### config.mk
export PLATFORM = sky130hd
export DESIGN_NAME = psram_arbiter
export DESIGN_NICKNAME = d
export VERILOG_FILES = /design/src/rtl/psram_arbiter.sv
export SDC_FILE = /design/constraint.sdc
export NUM_CORES = 1
export LEC_CHECK = 0
export CORE_ASPECT_RATIO = 1.4
export CORE_UTILIZATION = 50
export CTS_CLUSTER_SIZE = 8
export DETAILED_ROUTE_END_ITERATION = 7
export DONT_BUFFER_PORTS = 1
export PLACE_DENSITY_LB_ADDON = 0.12
export REMOVE_ABC_BUFFERS = 1
export SETUP_SLACK_MARGIN = 0.02
export SYNTH_ARGS = -nofsm -noshare
export SYNTH_HDL_FRONTEND = slang
export SYNTH_SLANG_ARGS = --single-unit
export TNS_END_PERCENT = 10
### constraint.sdc
create_clock -name mem_clk -period 1.5 [get_ports mem_clk]
set_clock_uncertainty 0.1 [all_clocks]
set_input_delay 0.15 -clock mem_clk [delete_from_list [all_inputs] [get_ports mem_clk]]
set_output_delay 0.15 -clock mem_clk [all_outputs]
set_load 0.03 [all_outputs]
### src/rtl/psram_arbiter.sv
// ---------------------------------------------------------------------------
// psram_arbiter
// Two-requester round-robin arbiter and command sequencer placed in front of
// the psram controller. It serialises 16-bit word read/write requests, drives
// address/read_write/quad_start/data_in, waits for endcommand (or gives up
// after TIMEOUT_CYC cycles), returns read data and holds a CE-high gap of
// GAP_CYC cycles between commands. Nothing is granted until psram reports
// qpi_on.
//
// Ports
//   mem_clk, rst_n        clock (posedge) and synchronous active-low reset
//   qpi_on                psram init done
//   rX_req/we/addr/wdata  requester X command (level request, held to ack)
//   rX_ack                one-cycle completion pulse for requester X
//   rd_data               read data, updated on a successful read ack
//   err                   one-cycle pulse alongside ack on timeout
//   busy                  high while a command or its gap is in progress
//   address/read_write/quad_start/data_in   command to psram
//   endcommand/data_out   completion and read data from psram
// ---------------------------------------------------------------------------
module psram_arbiter #(
    parameter int GAP_CYC     = 4,
    parameter int TIMEOUT_CYC = 64
) (
    input  logic        mem_clk,
    input  logic        rst_n,
    input  logic        qpi_on,
    input  logic        r0_req,
    input  logic        r0_we,
    input  logic [22:0] r0_addr,
    input  logic [15:0] r0_wdata,
    output logic        r0_ack,
    input  logic        r1_req,
    input  logic        r1_we,
    input  logic [22:0] r1_addr,
    input  logic [15:0] r1_wdata,
    output logic        r1_ack,
    output logic [15:0] rd_data,
    output logic        err,
    output logic        busy,
    output logic [22:0] address,
    output logic [1:0]  read_write,
    output logic        quad_start,
    output logic [15:0] data_in,
    input  logic        endcommand,
    input  logic [15:0] data_out
);

    localparam int TW = (TIMEOUT_CYC > 1) ? $clog2(TIMEOUT_CYC) : 1;
    localparam int GW = (GAP_CYC > 1) ? $clog2(GAP_CYC) : 1;
    localparam logic [TW-1:0] TMO_LAST = TW'(TIMEOUT_CYC - 1);
    localparam logic [GW-1:0] GAP_LAST = GW'(GAP_CYC - 1);

    typedef enum logic [1:0] {
        S_IDLE  = 2'd0,
        S_START = 2'd1,
        S_BUSY  = 2'd2,
        S_GAP   = 2'd3
    } state_t;

    state_t        state_q, state_d;
    logic          last_grant_q, last_grant_d;
    logic          grant_q, grant_d;
    logic [TW-1:0] tmo_q, tmo_d;
    logic [GW-1:0] gap_q, gap_d;
    logic [22:0]   address_q, address_d;
    logic [1:0]    read_write_q, read_write_d;
    logic [15:0]   data_in_q, data_in_d;
    logic          quad_start_q, quad_start_d;
    logic [15:0]   rd_data_q, rd_data_d;
    logic          r0_ack_q, r0_ack_d;
    logic          r1_ack_q, r1_ack_d;
    logic          err_q, err_d;
    logic          busy_q, busy_d;
    logic          grant_sel;
    logic          sel_we;

    // Next-state and next-output computation for the command sequencer.
    always_comb begin
        state_d      = state_q;
        last_grant_d = last_grant_q;
        grant_d      = grant_q;
        tmo_d        = tmo_q;
        gap_d        = gap_q;
        address_d    = address_q;
        read_write_d = read_write_q;
        data_in_d    = data_in_q;
        quad_start_d = 1'b0;
        rd_data_d    = rd_data_q;
        r0_ack_d     = 1'b0;
        r1_ack_d     = 1'b0;
        err_d        = 1'b0;
        grant_sel    = 1'b0;
        sel_we       = 1'b0;

        case (state_q)
            S_IDLE: begin
                if (qpi_on && (r0_req || r1_req)) begin
                    // On a tie the requester that did not win last time goes.
                    if (r0_req && r1_req) begin
                        grant_sel = ~last_grant_q;
                    end else begin
                        grant_sel = r1_req;
                    end
                    sel_we       = grant_sel ? r1_we : r0_we;
                    grant_d      = grant_sel;
                    last_grant_d = grant_sel;
                    address_d    = grant_sel ? r1_addr : r0_addr;
                    data_in_d    = grant_sel ? r1_wdata : r0_wdata;
                    read_write_d = sel_we ? 2'b01 : 2'b10;
                    quad_start_d = 1'b1;
                    state_d      = S_START;
                end else begin
                    state_d = S_IDLE;
                end
            end
            S_START: begin
                tmo_d   = {TW{1'b0}};
                state_d = S_BUSY;
            end
            S_BUSY: begin
                if (endcommand) begin
                    r0_ack_d = ~grant_q;
                    r1_ack_d = grant_q;
                    if (read_write_q == 2'b10) begin
                        rd_data_d = data_out;
                    end else begin
                        rd_data_d = rd_data_q;
                    end
                    read_write_d = 2'b00;
                    gap_d        = {GW{1'b0}};
                    state_d      = S_GAP;
                end else if (tmo_q == TMO_LAST) begin
                    // Abort: still acknowledge so the requester is released.
                    r0_ack_d     = ~grant_q;
                    r1_ack_d     = grant_q;
                    err_d        = 1'b1;
                    read_write_d = 2'b00;
                    gap_d        = {GW{1'b0}};
                    state_d      = S_GAP;
                end else begin
                    tmo_d = tmo_q + TW'(1);
                end
            end
            S_GAP: begin
                if (gap_q == GAP_LAST) begin
                    state_d = S_IDLE;
                end else begin
                    gap_d = gap_q + GW'(1);
                end
            end
            default: begin
                state_d = S_IDLE;
            end
        endcase

        busy_d = (state_d != S_IDLE);
    end

    // State and output registers with synchronous active-low reset.
    always_ff @(posedge mem_clk) begin
        if (!rst_n) begin
            state_q      <= S_IDLE;
            last_grant_q <= 1'b1;
            grant_q      <= 1'b0;
            tmo_q        <= {TW{1'b0}};
            gap_q        <= {GW{1'b0}};
            address_q    <= 23'd0;
            read_write_q <= 2'b00;
            data_in_q    <= 16'd0;
            quad_start_q <= 1'b0;
            rd_data_q    <= 16'd0;
            r0_ack_q     <= 1'b0;
            r1_ack_q     <= 1'b0;
            err_q        <= 1'b0;
            busy_q       <= 1'b0;
        end else begin
            state_q      <= state_d;
            last_grant_q <= last_grant_d;
            grant_q      <= grant_d;
            tmo_q        <= tmo_d;
            gap_q        <= gap_d;
            address_q    <= address_d;
            read_write_q <= read_write_d;
            data_in_q    <= data_in_d;
            quad_start_q <= quad_start_d;
            rd_data_q    <= rd_data_d;
            r0_ack_q     <= r0_ack_d;
            r1_ack_q     <= r1_ack_d;
            err_q        <= err_d;
            busy_q       <= busy_d;
        end
    end

    assign address    = address_q;
    assign read_write = read_write_q;
    assign data_in    = data_in_q;
    assign quad_start = quad_start_q;
    assign rd_data    = rd_data_q;
    assign r0_ack     = r0_ack_q;
    assign r1_ack     = r1_ack_q;
    assign err        = err_q;
    assign busy       = busy_q;

endmodule

==> results.md <==
* Clock slew at reported path FFs at 0.08 ns
* Worst path required time at 1.62 ns
* Die Height at 93.98 µm
* Skew-Pair Late Insertion Delay at 0.33 ns
* Synth Instances at 385
* Slew headroom at 70.03%
* Share of layout cells above drive strength 1 at 12.70%
* Num CTS Buffers at 9
* Layout Cells excl Fill at 574
* Slack of the worst reg-to-reg path at 0.01 ns
* Layout area overhead at 50.31%
* Worst min-delay path startpoint: endcommand
* Ant. Diodes at 0
* Max clock buf depth at 2
* Placed insts at 455
* Final setup margin at 0.01412 ns
* Yosys warning total at 0
* I/O Buffers at 0
* Wirelength per Cell at 17.61 µm
* Root Driver: clkbuf_8
* Crit path DAT at 1.60 ns
* Pwr Density at 1083 nW/µm²
* Worst-margin pin slew at 0.4475 ns
* Mapped Avg Cell Area at 7.848 µm²
* WL final at 10110 µm
* Vias in the first global route at 3274
* Final hold violation count at 1
* Fraction of the yosys area taken by sequential cells at 49.03%
* DR vias at 3358
* P_leak at 1.842 nW
* GRT Total Usage at 31.64%
* Startpoint types: register
* Distinct cells, synth at 37
* Worst VDD drop at 695.5 µV
* # rows at 33
* Hold Path Class: input pin to register
* Placer congestion estimate at 0.7527
* I/O pin cnt at 164
* Reg2reg end: tmo_q[5]
* FMAX at 0.6730 GHz
* Die width at 67.70 µm
* R2R depth at 5
* Mapped cell area at 3022 µm²
* Core area at 5863 µm²
* WS Path Type: register to register
* Grt ovf at 0
* Final slew viol count at 0
* Max_cap viols at 0
* Initial antenna violation count at 0
* NumNets Final at 603
* Global-route wire length before repair at 15170 µm
* Minimum clock period at 1.486 ns
* RSZ-0062 raised after global routing: yes
* Final ANT Viol Nets at 0
* Failing checks: negative hold slack
* Die area at 6362 µm²
* Status: finished with violations
* Count of state elements after synthesis at 74
* Detailed placer's ending HPWL at 5037 µm
* Period utilization at 99.06%
* Initial DRC Count at 234
* # setup viols final at 0
* Commonest cells after routing, fill and taps aside: dlygate4sd3_1 (98), a21oi_1 (95), nand2_1 (85), dfxtp_1 (71), o21ai_0 (44)
* First-pass DRT Iterations at 5
* Hold Path Stages at 2
* Sink Count at 74
* Pre-CTS WS at -0.02590 ns
* Start of the worst register-to-register path: state_q[0]
* Hold Path End: tmo_q[0]
* DRC at 0
* Critical path endpoint category: register
* Hold WS at -0.0003911 ns
* Number of H-tree levels at 3
* CTS tree: built
* Worst Path Max Fanout at 12
* Largest net degree at the start of global routing at 54
* Vias per cell at 5.850
* Initial Utilization at 51.54%
* Most common cell after layout, fill and taps aside: dlygate4sd3_1
==> synthesized netlist by cell type <==
cell type / n / area (µm²)
a311oi_1: 1 / 8.760
mux2_2: 1 / 11.26
and3_1: 5 / 31.28
and2_1: 2 / 12.51
nand2_1: 85 / 319.1
nand2b_1: 1 / 6.260
nor3b_4: 1 / 18.77
o211a_1: 1 / 10.01
o311a_1: 1 / 10.01
o31a_1: 1 / 8.760
and4bb_1: 1 / 12.51
ha_1: 2 / 25.02
buf_2: 10 / 50.05
a21oi_1: 96 / 480.5
nand3_1: 3 / 15.01
buf_6: 1 / 11.26
o211ai_1: 2 / 15.01
o21ai_2: 1 / 8.760
and4b_1: 1 / 10.01
o21ai_0: 45 / 225.2
nand3b_1: 2 / 15.01
a31o_2: 1 / 8.760
o2111ai_1: 1 / 8.760
xor2_1: 1 / 8.760
a31oi_1: 3 / 18.77
dfxtp_1: 74 / 1481
nor4_1: 1 / 6.260
inv_1: 5 / 18.77
clkbuf_1: 18 / 67.56
nand4_1: 3 / 18.77
o22ai_1: 1 / 6.260
a211oi_1: 1 / 7.510
nor3b_1: 1 / 7.510
buf_4: 1 / 7.510
a41oi_1: 1 / 8.760
nor3_1: 3 / 15.01
nor2_1: 7 / 26.28
==> stage by stage <==
stage	util, %	cell area, µm²	TNS (ns)	total power (W)
after floorplan	-	2885	-25.63	0.002820
after detailed placement	55.61	3261	-0.1978	0.003060
after global routing	77.46	4542	-0.6752	0.005097
final	77.46	4542	0	0.004918
after CTS	76.04	4458	0	0.004847
after global placement	55.61	3261	0	0.003049
==> kinds of logic (layout without fill, tap and decap cells) <==
family / after synthesis / count (layout) / share of synthesized area (%)
compound gates: 156 / 156 / 27.33
xor+xnor: 1 / 1 / 0.2899
fa+ha+maj: 2 / 2 / 0.8280
buf+inv: 35 / 154 / 5.135
flops: 74 / 74 / 49.03
mux: 1 / 1 / 0.3726
simple gates: 116 / 116 / 17.02
==> power by group <==
part | internal [W] | switching, W | total (W)
Combinational | 0.000433 | 0.000491 | 0.000924
Sequential | 0.00211 | 0.000289 | 0.00240
Clock | 0.000858 | 0.000736 | 0.00159
Total | 0.00340 | 0.00152 | 0.00492
==> final cells by class <==
type / count / area, µm²
clock buffers: 12 / 155.1
clock inverters: 4 / 50.05
fillers: 388 / 1321
inverters: 5 / 18.77
multi-input cells: 276 / 1423
flip-flops and latches: 74 / 1485
well taps: 70 / 87.58
repair buffers: 133 / 1323
==> how the worst max path moves through the flow <==
stage                     slack, ns       start            end  cells after the start
after floorplan               -0.71      r1_req  read_write[1]                      3
after CTS                     0.002    tmo_q[0]       tmo_q[0]                      5
after global routing          -0.10  state_q[1]       tmo_q[5]                      4
after global placement         0.02  state_q[1]    rd_data[13]                      4
after detailed placement      -0.03  state_q[1]     rd_data[0]                      4
final                          0.01  state_q[0]       tmo_q[5]                      5
==> state kept, by name, summed over array words and instances (netlist names) <==
| register | count |
|---|---|
| address | 23 |
| busy | 1 |
| data_in | 16 |
| err | 1 |
| gap_q | 2 |
| grant_q | 1 |
| last_grant_q | 1 |
| quad_start | 1 |
| r0_ack | 1 |
| r1_ack | 1 |
| rd_data | 16 |
| read_write | 2 |
| state_q | 2 |
| tmo_q | 6 |
==> what timing repair did <==
action / in CTS / in global routing
resized for setup: 1 / 14
setup endpoints to repair: 19 / 66
buffers inserted: 0 / 4
hold endpoints to repair: 74 / 3
hold buffers: 98 / 1
pin swaps: 2 / 5
==> critical path, cell delays in order (launching register included) <==
cell,delay [ns]
dfxtp_2,0.34
buf_6,0.14
nor3b_4,0.35
nand4_1,0.19
nor3_1,0.19
a211oi_1,0.07
==> layer usage <==
| layer | routed length, µm | vias to the layer above | track usage (%) |
|---|---|---|---|
| met4 | 374 | 0 | 13.30 |
| met1 | 3647 | 1557 | 36.01 |
| li1 | - | 1564 | - |
| met3 | 855 | 39 | 8.252 |
| met5 | 0 | - | 0 |
| met2 | 5234 | 198 | 54.04 |
Note: power is estimated with default switching activity, not from simulation.
